--- src/rtl/trap_ctrl_pkg.sv ---
// Shared constants for the machine-mode trap sequencer: CSR addresses, state codes,
// exception flag bit positions and mstatus update helpers.
package trap_ctrl_pkg;

  localparam logic [11:0] CSR_MSTATUS = 12'h300;
  localparam logic [11:0] CSR_MTVEC   = 12'h305;
  localparam logic [11:0] CSR_MEPC    = 12'h341;
  localparam logic [11:0] CSR_MCAUSE  = 12'h342;

  localparam logic [2:0] ST_IDLE           = 3'd0;
  localparam logic [2:0] ST_W_MEPC         = 3'd1;
  localparam logic [2:0] ST_W_MCAUSE       = 3'd2;
  localparam logic [2:0] ST_W_MSTATUS      = 3'd3;
  localparam logic [2:0] ST_TRAP_JUMP      = 3'd4;
  localparam logic [2:0] ST_W_MSTATUS_MRET = 3'd5;
  localparam logic [2:0] ST_MRET_JUMP      = 3'd6;

  localparam int unsigned EXC_MRET_BIT  = 0;
  localparam int unsigned EXC_ECALL_BIT = 1;

  // Trap entry: stash MIE into MPIE, then disable interrupts.
  function automatic logic [31:0] mstatus_on_trap(input logic [31:0] status,
                                                  input int unsigned mie_bit,
                                                  input int unsigned mpie_bit);
    logic [31:0] res;
    res           = status;
    res[mpie_bit] = status[mie_bit];
    res[mie_bit]  = 1'b0;
    return res;
  endfunction

  // Trap return: restore MIE from MPIE and set MPIE.
  function automatic logic [31:0] mstatus_on_mret(input logic [31:0] status,
                                                  input int unsigned mie_bit,
                                                  input int unsigned mpie_bit);
    logic [31:0] res;
    res           = status;
    res[mie_bit]  = status[mpie_bit];
    res[mpie_bit] = 1'b1;
    return res;
  endfunction

endpackage

--- src/rtl/trap_ctrl.sv ---
// Machine-mode trap sequencer: writes mepc/mcause/mstatus in a fixed order while holding
// the pipeline, then redirects the PC to mtvec (trap) or mepc (mret).
module trap_ctrl
  import trap_ctrl_pkg::*;
#(
  parameter logic [31:0] ECALL_CAUSE = 32'd11,
  parameter logic [31:0] IRQ_CAUSE   = 32'h8000_0007,
  parameter int unsigned MIE_BIT     = 3,
  parameter int unsigned MPIE_BIT    = 7
) (
  input  logic        clk_in,
  input  logic        reset_in,
  input  logic [31:0] exception_in,
  input  logic [31:0] inst_addr_in,
  input  logic        jump_flag_in,
  input  logic [31:0] jump_addr_in,
  input  logic        irq_in,
  input  logic [31:0] csr_mtvec_in,
  input  logic [31:0] csr_mepc_in,
  input  logic [31:0] csr_mstatus_in,
  output logic        csr_we_out,
  output logic [11:0] csr_waddr_out,
  output logic [31:0] csr_wdata_out,
  output logic        stallreq_out,
  output logic        int_assert_out,
  output logic [31:0] int_addr_out
);

  logic [2:0]  state_q, state_d;
  logic [31:0] epc_q, epc_d;
  logic [31:0] cause_q, cause_d;

  logic in_idle;
  logic take_ecall, take_mret, take_irq;
  logic unused_exc;

  assign unused_exc = ^exception_in[31:2];

  assign in_idle = (state_q == ST_IDLE);

  // Priority ecall > mret > irq; a trigger seen alongside reset is dropped.
  always_comb begin
    take_ecall = in_idle & ~reset_in & exception_in[EXC_ECALL_BIT];
    take_mret  = in_idle & ~reset_in & exception_in[EXC_MRET_BIT] & ~take_ecall;
    take_irq   = in_idle & ~reset_in & irq_in & csr_mstatus_in[MIE_BIT] &
                 ~take_ecall & ~take_mret;
  end

  always_comb begin
    state_d = state_q;
    epc_d   = epc_q;
    cause_d = cause_q;
    case (state_q)
      ST_IDLE: begin
        if (take_ecall) begin
          epc_d   = inst_addr_in;
          cause_d = ECALL_CAUSE;
          state_d = ST_W_MEPC;
        end else if (take_mret) begin
          state_d = ST_W_MSTATUS_MRET;
        end else if (take_irq) begin
          // A redirect in flight means the interrupted instruction is the jump target.
          epc_d   = jump_flag_in ? jump_addr_in : inst_addr_in;
          cause_d = IRQ_CAUSE;
          state_d = ST_W_MEPC;
        end
      end
      ST_W_MEPC:         state_d = ST_W_MCAUSE;
      ST_W_MCAUSE:       state_d = ST_W_MSTATUS;
      ST_W_MSTATUS:      state_d = ST_TRAP_JUMP;
      ST_TRAP_JUMP:      state_d = ST_IDLE;
      ST_W_MSTATUS_MRET: state_d = ST_MRET_JUMP;
      ST_MRET_JUMP:      state_d = ST_IDLE;
      default:           state_d = ST_IDLE;
    endcase
  end

  always_ff @(posedge clk_in) begin
    if (reset_in) begin
      state_q <= ST_IDLE;
      epc_q   <= 32'd0;
      cause_q <= 32'd0;
    end else begin
      state_q <= state_d;
      epc_q   <= epc_d;
      cause_q <= cause_d;
    end
  end

  always_comb begin
    csr_we_out     = 1'b0;
    csr_waddr_out  = 12'd0;
    csr_wdata_out  = 32'd0;
    int_assert_out = 1'b0;
    int_addr_out   = 32'd0;
    stallreq_out   = 1'b1;
    case (state_q)
      ST_IDLE: begin
        stallreq_out = take_ecall | take_mret | take_irq;
      end
      ST_W_MEPC: begin
        csr_we_out    = 1'b1;
        csr_waddr_out = CSR_MEPC;
        csr_wdata_out = epc_q;
      end
      ST_W_MCAUSE: begin
        csr_we_out    = 1'b1;
        csr_waddr_out = CSR_MCAUSE;
        csr_wdata_out = cause_q;
      end
      ST_W_MSTATUS: begin
        csr_we_out    = 1'b1;
        csr_waddr_out = CSR_MSTATUS;
        csr_wdata_out = mstatus_on_trap(csr_mstatus_in, MIE_BIT, MPIE_BIT);
      end
      ST_TRAP_JUMP: begin
        int_assert_out = 1'b1;
        int_addr_out   = csr_mtvec_in;
      end
      ST_W_MSTATUS_MRET: begin
        csr_we_out    = 1'b1;
        csr_waddr_out = CSR_MSTATUS;
        csr_wdata_out = mstatus_on_mret(csr_mstatus_in, MIE_BIT, MPIE_BIT);
      end
      ST_MRET_JUMP: begin
        int_assert_out = 1'b1;
        int_addr_out   = csr_mepc_in;
      end
      default: begin
        stallreq_out = 1'b0;
      end
    endcase
  end

endmodule

--- config.mk ---
export PLATFORM = sky130hd
export DESIGN_NAME = trap_ctrl
export DESIGN_NICKNAME = d
export VERILOG_FILES = /design/src/rtl/trap_ctrl_pkg.sv /design/src/rtl/trap_ctrl.sv
export SDC_FILE = /design/constraint.sdc
export NUM_CORES = 1
export LEC_CHECK = 0
export ABC_AREA = 1
export ABC_CLOCK_PERIOD_IN_PS = 1600
export CORE_MARGIN = 2
export CORE_UTILIZATION = 31
export DETAILED_ROUTE_END_ITERATION = 6
export PLACE_DENSITY = 0.78
export SLEW_MARGIN = 20
export SYNTH_ARGS = -nofsm -noshare
export SYNTH_HDL_FRONTEND = slang
export SYNTH_SLANG_ARGS = --single-unit
export TNS_END_PERCENT = 50
--- constraint.sdc ---
create_clock -name clk_in -period 1.6 [get_ports clk_in]
set_clock_uncertainty 0.05 [all_clocks]
set_input_delay 0.32 -clock clk_in [delete_from_list [all_inputs] [get_ports clk_in]]
set_output_delay 0.32 -clock clk_in [all_outputs]
set_load 0.01 [all_outputs]
==> out/qor.csv <==
stage;metric;value;unit
timing;crit share post-route;123;%
timing;Hold Vio Cnt, Final;0;
floorplanning;starting density of the core;31.4;%
timing;unrepaired setup endpoints after global routing;yes;
synthesis;Yosys reg bits;38;
worst_setup_path;CP required;1.23;ns
worst_setup_path;crit path kind;flop to output pin;
route;# DRC;0;
cells_and_area;Fill cells;1028;
timing;Final WS setup;-0.367;ns
route;vias per cell;4.67;
power;peak supply drop;651;µV
timing;Final min period;1.97;ns
clocking;clk root buf;clkbuf_16;
clocking;CTS H-tree lvls;2;
route;WL per Instance;14.4;µm
global_routing;largest net degree at the start of global routing;65;
placed_design;placed cell count;997;
worst_setup_path;largest stage delay on the critical path;0.36;ns
status;outcome;finished with violations;
cells_and_area;final non-filler cell total;1025;
placed_design;RD Place Congestion;0.887;
global_routing;Overflow after GRT;0;
worst_setup_path;family with the most delay on the worst path;buffers and inverters;
clocking;CTS sink cnt;38;
worst_setup_path;Crit path buffers/inverters;5;
clocking;hold-fix buffers at CTS;0;
synthesis;register area share after synthesis;21.4;%
route;drt initial violations;224;
clocking;clk_lat worst skew;0.27;ns
synthesis;synthesized area per cell;5.68;µm²
synthesis;Netlist Area Pre-Place;3560;µm²
global_routing;number of global-route vias before repair;4529;
synthesis;Syn. warnings;0;
run;Max Cap Viol;0;
floorplanning;Die Y;111;µm
timing;WHS;0.429;ns
global_routing;GRT Total Usage;22.1;%
timing;Pins Over Slew Limit;0;
hold_path;Hold Path Class;flop to flop;
floorplanning;cell row count;39;
cells_and_area;diode count;0;
worst_setup_path;slowest cell on the critical path;dfxtp_4;
clocking;clk slew on worst S/H paths;0.05;ns
placed_design;DP HPWL;10200;µm
worst_setup_path;crit-path max FO;6;
timing;FMAX;0.508;GHz
floorplanning;die width;111;µm
route;Total Wirelength;14800;µm
power;Leak;3.53;nW
placed_design;port buffer count;237;
global_routing;initial antenna violation count;0;
route;drt pass-1 iters;4;
worst_setup_path;Worst setup EP type;output pin;
synthesis;Synth cell types;23;
worst_setup_path;crit path launch type;flop;
worst_setup_path;most used cell, CP;buf_6;
clocking;CTS Buf Count;5;
floorplanning;CORE AREA;11300;µm²
cells_and_area;NumNets Final;1077;
route;Vias;4790;
clocking;Max Root-Sink Buffers;2;
global_routing;first-pass GRT wire length;22200;µm
synthesis;synthesized instance count;626;
cells_and_area;area grow syn2layout;96.7;%
status;failing checks;negative setup slack;
floorplanning;Die ar.;12300;µm²
worst_setup_path;cells along the critical path;buf_8 -> nor2_4 -> buf_12 -> buf_16 -> buf_6 -> nand3_2 -> nand2_2 -> buf_6;
power;Pwr Density;790;nW/µm²
clocking;CTS tree;done;
floorplanning;I/O Pins;275;
cells_and_area;layout cells sized above 1;31.2;%
route;Antenna Violating Nets Remaining;0;
worst_setup_path;CP Data Arrival Time;1.60;ns
timing;Setup violations, final;106;
area by class of cell:
cell class                 count  area, µm²  area share, %
clock inverter                 3       40.0          0.572
inverter                      76        303           4.33
sequential                    38        772           11.0
timing repair buffer         299       2940           42.1
multi-input combinational    461       2630           37.6
clock buffer                   5        125           1.79
tap                          143        179           2.56
report_power, final:
group / switching, mW / total (mW) / internal [mW]
registers: 0.0641 / 1.16 / 1.10
logic: 1.64 / 3.25 / 1.61
clock network: 0.386 / 1.11 / 0.729
total: 2.09 / 5.53 / 3.44
timing repair:
item	4_1_cts	5_1_grt
resized for setup	373	130
gates cloned	5	2
setup buffers	8	7
endpoints found under the setup margin	88	107
pin swaps	21	37
cell families (layout without fill, tap and decap cells):
| logic type | after synthesis | count (layout) | share of synthesized area, % |
|---|---|---|---|
| simple gates | 350 | 350 | 46.0 |
| flops | 38 | 38 | 21.4 |
| other cells | 1 | 7 | 0.105 |
| compound gates | 104 | 104 | 15.4 |
| buf+inv | 133 | 383 | 17.1 |
worst paths after layout:
kind | start | endpoint | slack, ns | depth (start not counted)
setup / recovery | state_q[0] | int_addr_out[16] | -0.37 | 8
hold / removal | cause_q[1] | cause_q[1] | 0.43 | 2
setup reg to reg | state_q[0] | epc_q[2] | -0.15 | 10
hold reg to reg | cause_q[1] | cause_q[1] | 0.43 | 2
registers in the layout, summed over array words and instances (netlist names):
name     flops
state_q      3
cause_q      3
epc_q       32
metal layers:
metal | GRT usage [%] | wire, µm | vias up | part of all wire, %
met2 | 40.8 | 7450 | 202 | 50
li1 | - | - | 2474 | -
met1 | 24.5 | 5630 | 2093 | 38
met3 | 5.63 | 1210 | 21 | 8.2
met4 | 7.74 | 486 | 0 | 3.3
met5 | 0 | 0 | - | 0
worst register-to-register path, stage by stage, from the launching register on:
cell	delay [ns]
dfxtp_4	0.36
buf_8	0.14
nor2_8	0.18
nand3_4	0.11
nor2_4	0.16
buf_6	0.12
buf_6	0.11
a21oi_4	0.07
buf_12	0.14
nor2_1	0.14
nor2_1	0.06
per-stage QoR:
step	setup slack (ns)	TNS, ns	utilization [%]	area, µm²	power, mW
finish	-0.367	-21.41	61.8	7000	5.53
global route	-0.440	-29.64	61.8	7000	5.89
CTS	-0.321	-15.01	57.8	6550	5.20
detailed placement	-0.679	-41.32	55.1	6240	3.85
global placement	-0.679	-39.77	55.1	6240	3.82
floorplan	0.0119	0	-	3580	2.57
layout by cell type, fill, tap and decap left out, types with 9 or more instances in the layout:
master	count
o21ai_2	9
inv_1	70
nand2_4	14
nand3_1	50
nand2_1	128
nand3_2	46
o21ai_1	34
clkdlybuf4s50_1	162
dfxtp_1	35
buf_6	31
nand2_2	28
buf_2	53
nor2_2	11
o21ai_0	51
buf_4	29
buf_12	12
nor2_1	59
cell usage after synthesis:
library cell / number / area share, %
nor2_8: 1 / 0.56
inv_1: 72 / 7.6
inv_2: 4 / 0.42
nand3_2: 28 / 7.9
dfxtp_1: 38 / 21
buf_1: 7 / 0.74
clkbuf_1: 17 / 1.8
buf_2: 14 / 2.0
o21ai_1: 17 / 2.4
nand3_1: 71 / 10
nand2_4: 1 / 0.32
o211ai_1: 7 / 1.5
conb_1: 1 / 0.11
nand4_4: 1 / 0.60
nand2_1: 170 / 18
buf_6: 5 / 1.6
nor2_4: 2 / 0.63
nor2_1: 75 / 7.9
a21oi_4: 1 / 0.46
a21oi_1: 2 / 0.28
nor3_1: 1 / 0.14
buf_4: 14 / 3.0
o21ai_0: 77 / 11
No activity file was read; power rests on OpenSTA's default activity.
